$ cat src/rtl/mem_arb_pkg.sv
// Shared types and constants for the unified-memory arbiter.
// Requester ids index the one-hot gnt/rvalid/err vectors.
package mem_arb_pkg;

   typedef enum logic [1:0] {
      IDLE,
      ACCESS,
      RESP
   } state_t;

   typedef logic [1:0] id_t;

   localparam id_t ID_LOD = 2'd0;
   localparam id_t ID_DAT = 2'd1;
   localparam id_t ID_IFU = 2'd2;

   localparam int ADDR_W_D     = 32;
   localparam int DATA_W_D     = 32;
   localparam int MEM_AW_D     = 10;
   localparam int STARVE_LIM_D = 4;

   function automatic logic [2:0] id_onehot(id_t id);
      case (id)
         ID_LOD:  return 3'b001;
         ID_DAT:  return 3'b010;
         ID_IFU:  return 3'b100;
         default: return 3'b000;
      endcase
   endfunction

endpackage

$ cat src/rtl/mem_arb_pick.sv
// Fixed-priority winner select: lod > dat > ifu,
// except a starved ifu jumps to the front.
import mem_arb_pkg::*;

module mem_arb_pick (
   input  logic       lod_req,
   input  logic       dat_req,
   input  logic       ifu_req,
   input  logic       starve,
   output logic [1:0] id,
   output logic       valid
);

   always_comb begin
      id    = ID_LOD;
      valid = lod_req | dat_req | ifu_req;
      priority case (1'b1)
         (ifu_req && starve): id = ID_IFU;
         lod_req:             id = ID_LOD;
         dat_req:             id = ID_DAT;
         ifu_req:             id = ID_IFU;
         default:             id = ID_LOD;
      endcase
   end

endmodule

$ cat src/rtl/mem_arbiter.sv
// Single-port RAM arbiter for loader, data and fetch ports.
// Each access runs grant/memory cycle, then a response cycle for reads.
import mem_arb_pkg::*;

module mem_arbiter #(
   parameter int ADDR_W     = ADDR_W_D,
   parameter int DATA_W     = DATA_W_D,
   parameter int MEM_AW     = MEM_AW_D,
   parameter int STARVE_LIM = STARVE_LIM_D
) (
   input  logic              clk,
   input  logic              rst,

   input  logic              lod_req,
   input  logic              lod_we,
   input  logic [ADDR_W-1:0] lod_addr,
   input  logic [DATA_W-1:0] lod_wdata,
   output logic              lod_gnt,
   output logic              lod_rvalid,
   output logic [DATA_W-1:0] lod_rdata,
   output logic              lod_err,

   input  logic              dat_req,
   input  logic              dat_we,
   input  logic [ADDR_W-1:0] dat_addr,
   input  logic [DATA_W-1:0] dat_wdata,
   output logic              dat_gnt,
   output logic              dat_rvalid,
   output logic [DATA_W-1:0] dat_rdata,
   output logic              dat_err,

   input  logic              ifu_req,
   input  logic              ifu_we,
   input  logic [ADDR_W-1:0] ifu_addr,
   input  logic [DATA_W-1:0] ifu_wdata,
   output logic              ifu_gnt,
   output logic              ifu_rvalid,
   output logic [DATA_W-1:0] ifu_rdata,
   output logic              ifu_err,

   output logic              mem_en,
   output logic              mem_we,
   output logic [MEM_AW-1:0] mem_addr,
   output logic [DATA_W-1:0] mem_wdata,
   input  logic [DATA_W-1:0] mem_rdata
);

   localparam int CW = $clog2(STARVE_LIM + 1);

   state_t            state;
   id_t               id_q;
   logic              we_q;
   logic              oor_q;
   logic [2:0]        gnt_q;
   logic [2:0]        rv_q;
   logic [2:0]        err_q;
   logic              en_q;
   logic              mwe_q;
   logic [CW-1:0]     starve_cnt;
   logic              starve;

   logic [1:0]        win_id;
   logic              win_vld;
   logic              sel_we;
   logic [ADDR_W-1:0] sel_addr;
   logic [DATA_W-1:0] sel_wdata;
   logic              sel_oor;
   logic              unused_bits;

   assign starve = (starve_cnt >= CW'(STARVE_LIM));

   mem_arb_pick u_pick (
      .lod_req (lod_req),
      .dat_req (dat_req),
      .ifu_req (ifu_req),
      .starve  (starve),
      .id      (win_id),
      .valid   (win_vld)
   );

   always_comb begin
      sel_we    = 1'b0;
      sel_addr  = '0;
      sel_wdata = '0;
      unique case (win_id)
         ID_LOD: begin
            sel_we    = lod_we;
            sel_addr  = lod_addr;
            sel_wdata = lod_wdata;
         end
         ID_DAT: begin
            sel_we    = dat_we;
            sel_addr  = dat_addr;
            sel_wdata = dat_wdata;
         end
         ID_IFU: begin
            sel_we    = ifu_we;
            sel_addr  = ifu_addr;
            sel_wdata = ifu_wdata;
         end
         default: ;
      endcase
   end

   assign sel_oor     = |sel_addr[ADDR_W-1:MEM_AW+2];
   assign unused_bits = ^sel_addr[1:0];

   always_ff @(posedge clk) begin
      if (rst) begin
         state     <= IDLE;
         id_q      <= ID_LOD;
         we_q      <= 1'b0;
         oor_q     <= 1'b0;
         gnt_q     <= '0;
         rv_q      <= '0;
         err_q     <= '0;
         en_q      <= 1'b0;
         mwe_q     <= 1'b0;
         mem_addr  <= '0;
         mem_wdata <= '0;
      end else begin
         gnt_q <= '0;
         rv_q  <= '0;
         err_q <= '0;
         en_q  <= 1'b0;
         mwe_q <= 1'b0;
         unique case (state)
            IDLE: begin
               if (win_vld) begin
                  id_q  <= win_id;
                  we_q  <= sel_we;
                  oor_q <= sel_oor;
                  gnt_q <= id_onehot(win_id);
                  err_q <= sel_oor ? id_onehot(win_id) : 3'b000;
                  en_q  <= ~sel_oor;
                  mwe_q <= sel_we & ~sel_oor;
                  // RAM-side address/data only move for real accesses
                  if (!sel_oor) begin
                     mem_addr  <= sel_addr[MEM_AW+1:2];
                     mem_wdata <= sel_wdata;
                  end
                  state <= ACCESS;
               end
            end
            ACCESS: begin
               if (we_q) begin
                  state <= IDLE;
               end else begin
                  rv_q  <= id_onehot(id_q);
                  state <= RESP;
               end
            end
            RESP:    state <= IDLE;
            default: state <= IDLE;
         endcase
      end
   end

   always_ff @(posedge clk) begin
      if (rst || !ifu_req) begin
         starve_cnt <= '0;
      end else if (state == IDLE && win_vld) begin
         if (win_id == ID_IFU)
            starve_cnt <= '0;
         else if (!starve)
            starve_cnt <= starve_cnt + CW'(1);
      end
   end

   assign mem_en = en_q;
   // a write landing on a reset cycle must not reach the RAM
   assign mem_we = mwe_q & ~rst;

   assign lod_gnt    = gnt_q[0];
   assign dat_gnt    = gnt_q[1];
   assign ifu_gnt    = gnt_q[2];
   assign lod_err    = err_q[0];
   assign dat_err    = err_q[1];
   assign ifu_err    = err_q[2];
   assign lod_rvalid = rv_q[0];
   assign dat_rvalid = rv_q[1];
   assign ifu_rvalid = rv_q[2];

   assign lod_rdata = (rv_q[0] && !oor_q) ? mem_rdata : '0;
   assign dat_rdata = (rv_q[1] && !oor_q) ? mem_rdata : '0;
   assign ifu_rdata = (rv_q[2] && !oor_q) ? mem_rdata : '0;

endmodule
$ cat config.mk
export PLATFORM = sky130hd
export DESIGN_NAME = mem_arbiter
export DESIGN_NICKNAME = d
export VERILOG_FILES = /design/src/rtl/mem_arb_pkg.sv /design/src/rtl/mem_arb_pick.sv /design/src/rtl/mem_arbiter.sv
export SDC_FILE = /design/constraint.sdc
export NUM_CORES = 1
export LEC_CHECK = 0
export ABC_CLOCK_PERIOD_IN_PS = 4400
export BUFFER_PORTS_ARGS = -buffer_cell sky130_fd_sc_hd__buf_2
export CAP_MARGIN = 40
export CORE_AREA = 2 2 147 149
export CTS_CLUSTER_DIAMETER = 100
export DETAILED_ROUTE_END_ITERATION = 7
export DIE_AREA = 0 0 149 151
export GPL_TIMING_DRIVEN = 0
export PLACE_DENSITY = 0.49
export SETUP_SLACK_MARGIN = 0.05
export SLEW_MARGIN = 40
export SYNTH_ARGS = -nofsm -noshare
export SYNTH_HDL_FRONTEND = slang
export SYNTH_SLANG_ARGS = --single-unit
$ cat constraint.sdc
create_clock -name clk -period 4.4 [get_ports clk]
set_input_delay 0.22 -clock clk [delete_from_list [all_inputs] [get_ports clk]]
set_output_delay 0.22 -clock clk [all_outputs]
set_load 0.05 [all_outputs]
==> summary.md, run 1 <==
| Metric | Value |
|---|---|
| Largest net degree at the start of global routing | `13` |
| Outcome | `finished clean` |
| I/O pins | `381` |
| Worst Hold Class | `input port to flop` |
| Clock Power Share | `0.406` |
| Multi-input gate area | `about 0.0026 sq mm` |
| TritonCTS clock tree | `yes` |
| Leakage power | `0.00359 uW` |
| Post-Layout Inst Area | `0.00660 sq mm` |
| Vias in the first global route | `4477` |
| Synth Net Count | `719` |
| Mapped cell area | `just over 0.004 sq mm` |
| Area after DPL | `0.00629 sq mm` |
| Max Cap Viol | `0` |
| Die span in x | `149 um` |
| GRT Total Usage | `0.148` |
| WL per Instance | `15.5 um` |
| Sequential share of power | `0.333` |
| Starting Density | `0.195` |
| Routability cong. | `0.807` |
| Sw Pwr | `about 580 uW` |
| Endpoint, Worst Hold | `mwe_q` |
| H-tree depth | `3` |
| Ys flop type | `dfxtp_1` |
| Register area share after synthesis | `0.305` |
| EDFF count, synth | `0` |
| Crit-path cells | `o21ai_0 -> a31oi_1 -> or4_1 -> buf_2 -> buf_6 -> mux2_4` |
| Hold wc startpoint | `lod_we` |
| Clk Latency, worst-skew pair | `0.33 ns` |
| Die footprint | `between 0.02 and 0.025 sq mm` |
| Commonest non-fill, non-tap cell in the layout | `buf_2` |
| Cell variety after synth | `34` |
| Cells after synthesis | `just under 500` |
| Net Sw Frac | `0.321` |
| CP Class | `flop to flop` |
| Tightest Pin Transition | `0.773 ns` |
| Sequential standard cell area | `0.00124 sq mm` |
| Worst slack, placed | `1.79 ns` |
| Gate power share | `0.261` |
| Post-synth ARST share | `0` |
| Peak supply drop | `0.000167 V` |
| Max incr delay on CP | `0.53 ns` |
| DRC Markers | `0` |
| Fill cells | `approximately 2300` |
| Die Height | `151 um` |
| Share of layout cells above drive strength 1 | `0.505` |
| Clock period minus worst slack | `approximately 2.4 ns` |
| FF-to-FF Start | `starve_cnt[2]` |
| CTS Buf Count | `9` |
| Hold_buf cts | `0` |
| Fin. Hold Viols | `0` |
| Worst Path Max Fanout | `10` |
| GRT Residual Overflow | `0` |
| CTS clk-pin slew, worst paths | `0.06 ns` |
| Syn. warnings | `0` |
| Global-route wire length before repair | `24700 um` |
| DRT antenna net count | `0` |
| WP depth | `6` |
| Core area | `~0.021 sq mm` |
| Port buffer count | `373` |
| Via count | `about 4800` |
| Post-CTS setup buffers | `0` |
| WP data arrival | `2.58 ns` |
| Endpoints failing setup | `0` |
| FF-to-FF setup slack | `2.04 ns` |
| Hold path depth | `3` |
| Initial antenna violation count | `5` |
| Routed WL | `between 15000 and 20000 um` |
| Period Utilization, post-route | `0.537` |
| Clk buf depth | `2` |
| TNS Setup | `0 ns` |
| Fin. max-slew vios | `0` |
| P_int | `1230 uW` |
| Root Driver | `clkbuf_16` |
| Detailed Routing Iterations Pass 1 | `4` |
| CTS resizes | `0` |
| Vias per cell | `between 4 and 5` |
| Nets | `approximately 1100` |
| CP bufs+invs | `2` |
| RSZ-0062 raised after global routing | `no` |
| Final Skew | `approximately 0.0097 ns` |
| Largest delay share family, worst path | `compound AO/OA/AOI/OAI gates` |
| Initial DRC Count | `roughly 110` |
| R2R cell count | `6` |
| DP HPWL | `14600 um` |
| Power per Cell Area | `275 mW/mm^2` |
| Reg-to-reg endpoint | `mem_wdata[21]` |
| Clock sinks | `62` |
| Row cnt | `53` |
| Syn_area_per_cell | `about 8.4 sq um` |
| Startpoint class of the critical path | `flop` |
| Area grow syn2layout | `62.3%` |
| CP required | `4.62 ns` |
| Relative slew slack | `0.484` |
| Final WS setup | `2.04 ns` |
| Endpoint type of the worst setup path | `flop` |
| Yosys reg bits | `62` |
| Most frequent cells in the layout | `buf_2 (374), and2_1 (98), dfxtp_1 (62)` |
| Final Util | `0.317` |
| Peak Freq | `between 400 and 500 MHz` |
| CP max stage cell | `or4_1` |
==> cells in the mapped netlist (2+ instances only) <==
library cell	instances	area (sq um)
a211oi_1	2	15.0
a21oi_1	47	235
a22o_1	2	17.5
a22oi_1	43	323
and2_1	98	613
buf_1	2	7.51
buf_6	5	56.3
clkbuf_1	31	116
dfxtp_1	62	1240
ha_1	2	25.0
inv_1	4	15.0
mux2_2	2	22.5
mux2_4	40	601
nand2_1	46	173
nand3_1	2	10.0
nor2_1	9	33.8
nor2b_1	49	307
nor3_1	4	20.0
nor3b_1	2	15.0
nor4_1	17	106
o21a_1	3	22.5
==> metal layers <==
layer | wire [um] | part of all wire | GRT usage
met1 | 6540 | 0.37 | 0.148
met2 | 9570 | 0.54 | 0.292
met3 | 1370 | 0.077 | 0.0361
met4 | 357 | 0.020 | 0.0562
met5 | 0 | 0 | 0
==> sequential cells by signal (all words and copies together) (netlist names), 2 cells and up <==
name and count:
gnt_q 3, rv_q 3, mem_addr 10, mem_wdata 32, err_q 3, state 2, starve_cnt 3, id_q 2
==> power by group through the flow <==
| stage | Sequential [uW] | Clock, uW | Combinational, uW |
|---|---|---|---|
| after floorplan | 694 | 0 | 206 |
| after global routing | 608 | 783 | 511 |
| after global placement | 616 | 0 | 476 |
| final | 604 | 737 | 473 |
| after CTS | 604 | 764 | 480 |
| after detailed placement | 615 | 0 | 479 |
==> cells by family after synthesis <==
family	count (synthesis)	synth area share
multiplexers	43	0.156
AO/OA/AOI/OAI	101	0.157
adder cells (fa/ha/maj)	2	0.00615
AND/OR/NAND/NOR	233	0.326
buffers and inverters	44	0.0502
flip-flops	62	0.305
==> per-stage QoR <==
stage / instances / hold slack [ns] / power, uW
after floorplan: 485 / 0.433 / 900
after detailed placement: 1133 / 0.469 / 1090
after global placement: 1133 / 0.459 / 1090
after CTS: 1149 / 0.264 / 1850
after global routing: 1151 / 0.275 / 1900
final: 1151 / 0.282 / 1810
==> cell type report <==
type,instances,area share
multi-input cells,379,0.399
repair buffers,373,0.283
flip-flops and latches,62,0.188
well taps,275,0.0521
clock buffers,10,0.0362
plain buffers,39,0.0281
clock inverters,6,0.0106
inverters,5,0.00284
diodes,2,0.000758
==> worst max-delay path by stage <==
stage                        from            end
floorplan           starve_cnt[2]    mem_addr[0]
global placement          lod_req   mem_wdata[9]
detailed placement        lod_req   mem_wdata[9]
CTS                 starve_cnt[2]   mem_wdata[9]
global route        starve_cnt[2]  mem_wdata[19]
finish              starve_cnt[2]  mem_wdata[21]
==> worst min-delay path: cells and delay by family <==
family                 cells  cell delay (ns)
and+or+nand+nor            1             0.19
AOI/OAI and AO/OA          1             0.08
buffers and inverters      1             0.09
No activity file was read; power rests on OpenSTA's default activity.
==> run 2, diff against run 1 <==
--- a/config.mk
+++ b/config.mk
@@ -5,7 +5,7 @@
 export SDC_FILE = /design/constraint.sdc
 export NUM_CORES = 1
 export LEC_CHECK = 0
-export ABC_CLOCK_PERIOD_IN_PS = 4400
+export ABC_CLOCK_PERIOD_IN_PS = 1900
 export BUFFER_PORTS_ARGS = -buffer_cell sky130_fd_sc_hd__buf_2
 export CAP_MARGIN = 40
 export CORE_AREA = 2 2 147 149
@@ -13,7 +13,7 @@
 export DETAILED_ROUTE_END_ITERATION = 7
 export DIE_AREA = 0 0 149 151
 export GPL_TIMING_DRIVEN = 0
-export PLACE_DENSITY = 0.49
+export PLACE_DENSITY = 0.51
 export SETUP_SLACK_MARGIN = 0.05
 export SLEW_MARGIN = 40
 export SYNTH_ARGS = -nofsm -noshare
==> constraint.sdc (replaced) <==
create_clock -name clk -period 1.9 [get_ports clk]
set_input_delay 0.095 -clock clk [delete_from_list [all_inputs] [get_ports clk]]
set_output_delay 0.095 -clock clk [all_outputs]
set_load 0.05 [all_outputs]
==> summary.md, run 2 (synthesis gave the netlist of run 1 again) <==
| Metric | Value |
|---|---|
| Outcome | `finished, violations left` |
| Failing checks | `setup timing` |
| FF-to-FF Start | `starve_cnt[2]` |
| Max Cap Viol | `0 (unchanged)` |
| Initial antenna violation count | `2 (-3)` |
| CTS clk-pin slew, worst paths | `0.06 ns (about the same)` |
| Largest delay share family, worst path | `simple AND/OR/NAND/NOR gates` |
| DRT antenna net count | `0 (unchanged)` |
| Fin. max-slew vios | `0 (unchanged)` |
| Via count | `4817 (+0.42%)` |
| Sw Pwr | `1340 uW (+130%)` |
| GRT Residual Overflow | `0 (unchanged)` |
| Period Utilization, post-route | `1.10 (+0.561)` |
| Vias in the first global route | `4571 (+2.1%)` |
| Endpoints failing setup | `42 (+42)` |
| Peak supply drop | `0.000368 V (+120%)` |
| CP required | `2.12 ns (-2.50 ns)` |
| Vias per cell | `4.17 (+0.16%)` |
| Die footprint | `0.0225 sq mm (unchanged)` |
| Most frequent cells in the layout | `buf_2 (374), and2_1 (98), dfxtp_1 (61)` |
| Clock period minus worst slack | `2.09 ns (-0.277 ns)` |
| Post-Layout Inst Area | `0.00675 sq mm (+2.2%)` |
| Routability cong. | `0.771 (-4.4%)` |
| Endpoint type of the worst setup path | `flop` |
| Max incr delay on CP | `0.53 ns (about the same)` |
| Clock Power Share | `0.402 (-0.004)` |
| Final Util | `0.324 (+0.00691)` |
| Tightest Pin Transition | `0.794 ns (+0.0207 ns)` |
| Peak Freq | `479 MHz (+13%)` |
| Clock sinks | `62 (unchanged)` |
| Share of layout cells above drive strength 1 | `0.531 (+0.0268)` |
| RSZ-0062 raised after global routing | `yes` |
| GRT Total Usage | `0.142 (-0.00525)` |
| Reg-to-reg endpoint | `mem_addr[4]` |
| I/O pins | `381 (unchanged)` |
| Net Sw Frac | `0.317 (-0.00334)` |
| Routed WL | `16900 um (-5.1%)` |
| Final WS setup | `-0.188 ns (-2.22 ns)` |
| Hold_buf cts | `0 (unchanged)` |
| Area grow syn2layout | `65.9%` |
| TritonCTS clock tree | `yes` |
| CP max stage cell | `or4_4` |
| Hold wc startpoint | `ifu_req` |
| DP HPWL | `13900 um (-4.6%)` |
| Initial DRC Count | `90 (-14%)` |
| Final Skew | `0.00586 ns (-0.00385 ns)` |
| Max reg flops | `32 (unchanged)` |
| WL per Instance | `14.7 um (-5.4%)` |
| CTS Buf Count | `9 (unchanged)` |
| CP Class | `flop to flop` |
| Starting Density | `0.195 (unchanged)` |
| Biggest register | `mem_wdata` |
| Core area | `0.0208 sq mm (unchanged)` |
| FF-to-FF setup slack | `-0.19 ns (-2.22 ns)` |
| Worst Path Max Fanout | `7 (-3)` |
| Hold path depth | `3 (unchanged)` |
| Nets | `1106 (+0.27%)` |
| Endpoint, Worst Hold | `gnt_q[2]` |
| Worst setup path start | `starve_cnt[2]` |
| Startpoint class of the critical path | `flop` |
| CP bufs+invs | `3 (+1)` |
| Leakage power | `0.00371 uW (+3.1%)` |
| Detailed Routing Iterations Pass 1 | `6 (+2)` |
| Worst slack, placed | `-0.564 ns (-2.36 ns)` |
| Clk buf depth | `2 (unchanged)` |
| Clk Latency, worst-skew pair | `0.34 ns (about the same)` |
| P_int | `2880 uW (+130%)` |
| Top Registers | `mem_wdata (32), mem_addr (10)` |
| Fin. Hold Viols | `0 (unchanged)` |
| Die span in x | `149 um (unchanged)` |
| H-tree depth | `3 (unchanged)` |
| R2R cell count | `7 (+1)` |
| Root Driver | `clkbuf_16` |
| Port buffer count | `373 (unchanged)` |
| Relative slew slack | `0.467 (-0.0170)` |
| Global-route wire length before repair | `24400 um (-1.2%)` |
| Gate power share | `0.267 (+0.006)` |
| Row cnt | `53 (unchanged)` |
| Worst Hold Class | `input port to flop` |
| Sequential share of power | `0.331 (-0.002)` |
| Commonest non-fill, non-tap cell in the layout | `buf_2` |
| Power per Cell Area | `626 mW/mm^2 (+130%)` |
| Crit-path cells | `inv_2 -> a22o_4 -> o21a_1 -> or4_4 -> buf_12 -> clkbuf_16 -> mux2_4` |
| Die Height | `151 um (unchanged)` |
| Largest net degree at the start of global routing | `13 (unchanged)` |
| DRC Markers | `0 (unchanged)` |
| WP data arrival | `2.31 ns (-0.27 ns)` |
| Area after DPL | `0.00630 sq mm (+0.14%)` |
| Fill cells | `2263 (+0.49%)` |
run 2: changes by cell type in the layout (fill, tap and decap cells not counted), moves of 2 or more:
cell	before	now
buf_4	0	5
buf_6	5	0
buf_12	0	5
clkbuf_1	31	17
clkbuf_2	0	12
nor2b_1	49	46
nor2b_2	0	3
clkinvlp_4	3	1
run 2: power groups by stage:
stage	logic [uW]	registers (uW)	clock network [uW]
after detailed placement	1110	1420	0
final	1130	1400	1700
after CTS	1140	1400	1750
after floorplan	480	1610	0
after global routing	1220	1410	1810
after global placement	1100	1430	0
run 2: area by class of cell:
cell class / instances / area [sq um] / share of cell area
multi-input combinational: 379 / 2660 / 0.395
timing repair buffer: 378 / 1920 / 0.285
sequential: 62 / 1240 / 0.185
tap: 275 / 344 / 0.0510
buffer: 37 / 240 / 0.0356
clock buffer: 10 / 239 / 0.0354
clock inverter: 6 / 68.8 / 0.0102
inverter: 5 / 18.8 / 0.00278
antenna: 2 / 5.00 / 0.000742
run 2: worst min-delay path, stage by stage:
cell	delay [ns]
buf_2	0.15
o21ai_4	0.10
nor3_1	0.06
run 2: repair_timing:
| action | CTS | global route |
|---|---|---|
| gates cloned | 0 | 1 |
| setup endpoints to repair | 99 | 84 |
| buffers inserted | 4 | 0 |
| resized for setup | 28 | 7 |
| pin swaps | 0 | 2 |
run 2: worst max path at each step:
stage	end	slack [ns]	cells past startpoint
detailed placement	mem_wdata[11]	-0.56	6
global route	mem_addr[4]	-0.25	7
finish	mem_addr[4]	-0.19	7
CTS	mem_wdata[1]	-0.21	8
floorplan	mem_addr[0]	-0.08	8
global placement	mem_wdata[26]	-0.73	8
run 2: routing by layer:
layer  track usage  up-vias  part of all wire
li1              -     2444                 -
met1         0.146     2120              0.38
met2         0.264      233              0.50
met3        0.0566       20             0.097
met4        0.0486        0             0.020
met5             0        -                 0
run 2: through the flow:
step	instances	TNS, ns	hold WS, ns	power [uW]
global route	1152	-9.62	0.138	4430
CTS	1152	-8.45	0.111	4280
global placement	1133	-26.62	0.457	2530
detailed placement	1133	-23.84	0.467	2530
floorplan	485	-3.01	0.323	2090
finish	1154	-7.10	0.122	4220
==> run 3, diff against run 2 <==
--- a/config.mk
+++ b/config.mk
@@ -6,10 +6,10 @@
 export NUM_CORES = 1
 export LEC_CHECK = 0
 export ABC_CLOCK_PERIOD_IN_PS = 1900
-export BUFFER_PORTS_ARGS = -buffer_cell sky130_fd_sc_hd__buf_2
+export BUFFER_PORTS_ARGS = -buffer_cell sky130_fd_sc_hd__clkbuf_2
 export CAP_MARGIN = 40
 export CORE_AREA = 2 2 147 149
-export CTS_CLUSTER_DIAMETER = 100
+export CTS_CLUSTER_DIAMETER = 150
 export DETAILED_ROUTE_END_ITERATION = 7
 export DIE_AREA = 0 0 149 151
 export GPL_TIMING_DRIVEN = 0
==> summary.md, run 3 (synthesis gave the netlist of run 1 again) <==
| Metric | Value |
|---|---|
| Outcome | `finished, violations left` |
| Failing checks | `setup timing` |
| Max Cap Viol | `0 (unchanged)` |
| Fin. max-slew vios | `0 (unchanged)` |
| Routability cong. | `0.769 (-0.32%)` |
| Fill cells | `2279 (+0.71%)` |
| Period Utilization, post-route | `1.10 (-0.00250)` |
| TritonCTS clock tree | `yes` |
| Hold wc startpoint | `lod_we` |
| Peak supply drop | `0.000391 V (+6.3%)` |
| Initial DRC Count | `115 (+28%)` |
| Max reg flops | `32 (unchanged)` |
| CP Class | `flop to flop` |
| Detailed Routing Iterations Pass 1 | `4 (-2)` |
| Area grow syn2layout | `65.7%` |
| FF-to-FF setup slack | `-0.18 ns (about the same)` |
| Die Height | `151 um (unchanged)` |
| Starting Density | `0.195 (unchanged)` |
| Routed WL | `16900 um (-0.20%)` |
| Core area | `0.0208 sq mm (unchanged)` |
| GRT Total Usage | `0.142 (about the same)` |
| Die footprint | `0.0225 sq mm (unchanged)` |
| Row cnt | `53 (unchanged)` |
| Worst slack, placed | `-0.546 ns (+0.0182 ns)` |
| H-tree depth | `3 (unchanged)` |
| DP HPWL | `14100 um (+0.97%)` |
| Clk buf depth | `2 (unchanged)` |
| Startpoint class of the critical path | `flop` |
| Endpoints failing setup | `40 (-4.8%)` |
| WL per Instance | `14.6 um (-0.11%)` |
| Biggest register | `mem_wdata` |
| DRT antenna net count | `0 (unchanged)` |
| Hold path depth | `3 (unchanged)` |
| Root Driver | `clkbuf_16` |
| Port buffer count | `373 (unchanged)` |
| Power per Cell Area | `618 mW/mm^2 (-1.4%)` |
| Worst Hold Class | `input port to flop` |
| Reg-to-reg endpoint | `mem_wdata[25]` |
| Fin. Hold Viols | `0 (unchanged)` |
| Nets | `1106 (unchanged)` |
| Clock period minus worst slack | `2.08 ns (-0.00475 ns)` |
| Vias in the first global route | `4605 (+0.74%)` |
| Worst setup path start | `starve_cnt[2]` |
| RSZ-0062 raised after global routing | `yes` |
| Final WS setup | `-0.183 ns (+0.00475 ns)` |
| Die span in x | `149 um (unchanged)` |
| Via count | `4830 (+0.27%)` |
| Vias per cell | `4.19 (+0.36%)` |
| Worst Path Max Fanout | `8 (+1)` |
| Commonest non-fill, non-tap cell in the layout | `clkbuf_2` |
| I/O pins | `381 (unchanged)` |
| CTS clk-pin slew, worst paths | `0.05 ns (about the same)` |
| Hold slack | `0.114 ns (-0.00804 ns)` |
| Share of layout cells above drive strength 1 | `0.530 (-0.00168)` |
| Sequential standard cell area | `0.00124 sq mm (unchanged)` |
| DRC Markers | `0 (unchanged)` |
| CP required | `2.12 ns (about the same)` |
| FF-to-FF Start | `starve_cnt[2]` |
| Final Skew | `0.00716 ns (+0.00130 ns)` |
| Total power | `4160 uW (-1.5%)` |
| Tightest Pin Transition | `0.721 ns (-0.0736 ns)` |
| CTS Buf Count | `9 (unchanged)` |
| Endpoint type of the worst setup path | `flop` |
| Global-route wire length before repair | `24400 um (about the same)` |
| Initial antenna violation count | `2 (unchanged)` |
| Most frequent cells in the layout | `clkbuf_2 (385), and2_1 (98), dfxtp_1 (61)` |
| Peak Freq | `480 MHz (+0.23%)` |
| Relative slew slack | `0.515 (+0.0480)` |
| WP data arrival | `2.30 ns (about the same)` |
| Final Util | `0.324 (-0.000360)` |
| Multi-input gate area | `0.00266 sq mm (-0.28%)` |
| Clock sinks | `62 (unchanged)` |
| Top Registers | `mem_wdata (32), mem_addr (10)` |
| Endpoint, Worst Hold | `we_q` |
| Largest net degree at the start of global routing | `11 (-2)` |
| Clk Latency, worst-skew pair | `0.34 ns (about the same)` |
| Leakage power | `0.00362 uW (-2.3%)` |
| GRT Residual Overflow | `0 (unchanged)` |
| R2R cell count | `7 (unchanged)` |
run 3: metrics by stage:
step	instance area, sq um	TNS [ns]	std cells
2_1_floorplan	4070	-3.01	485
3_3_place_gp	6280	-26.62	1133
3_5_place_dp	6300	-23.09	1133
4_1_cts	6660	-8.38	1149
5_1_grt	6740	-9.38	1152
6_report	6740	-6.72	1153
run 3: layout make-up:
type | instances | area share
repair buffers | 378 | 0.288
multi-input cells | 379 | 0.394
clock inverters | 4 | 0.00706
flip-flops and latches | 62 | 0.185
clock buffers | 11 | 0.0360
inverters | 5 | 0.00279
diodes | 2 | 0.000743
well taps | 275 | 0.0511
plain buffers | 37 | 0.0357
run 3: critical path, cell delays in order, from the launching register on:
cell       delay, ns
dfxtp_4         0.37
inv_2           0.04
a22o_4          0.26
o21a_1          0.13
or4_4           0.53
buf_12          0.17
clkbuf_16       0.16
mux2_4          0.29
run 3: layer usage:
layer,vias to the layer above,share of wire,track usage
met5,-,0,0
met2,238,0.51,0.262
met3,18,0.099,0.0539
met1,2120,0.38,0.150
met4,0,0.015,0.0452
li1,2454,-,-
run 3: power by group:
group / internal, uW / switching [uW]
clock: 1040 / 590
combinational: 463 / 670
sequential: 1370 / 33.6
run 3: what timing repair did:
item	in CTS	in global routing
endpoints found under the hold margin	0	0
cloned	0	2
endpoints found under the setup margin	122	127
setup buffers	2	1
pin swaps	0	2
hold buffers	0	0
resized for setup	25	9
run 3: worst max-delay path by stage:
stage / end / slack [ns] / cells past startpoint
after floorplan: mem_addr[0] / -0.08 / 8
after global placement: mem_wdata[26] / -0.73 / 8
after detailed placement: mem_wdata[27] / -0.55 / 6
after CTS: mem_wdata[27] / -0.22 / 6
after global routing: mem_wdata[25] / -0.24 / 6
final: mem_wdata[25] / -0.18 / 7
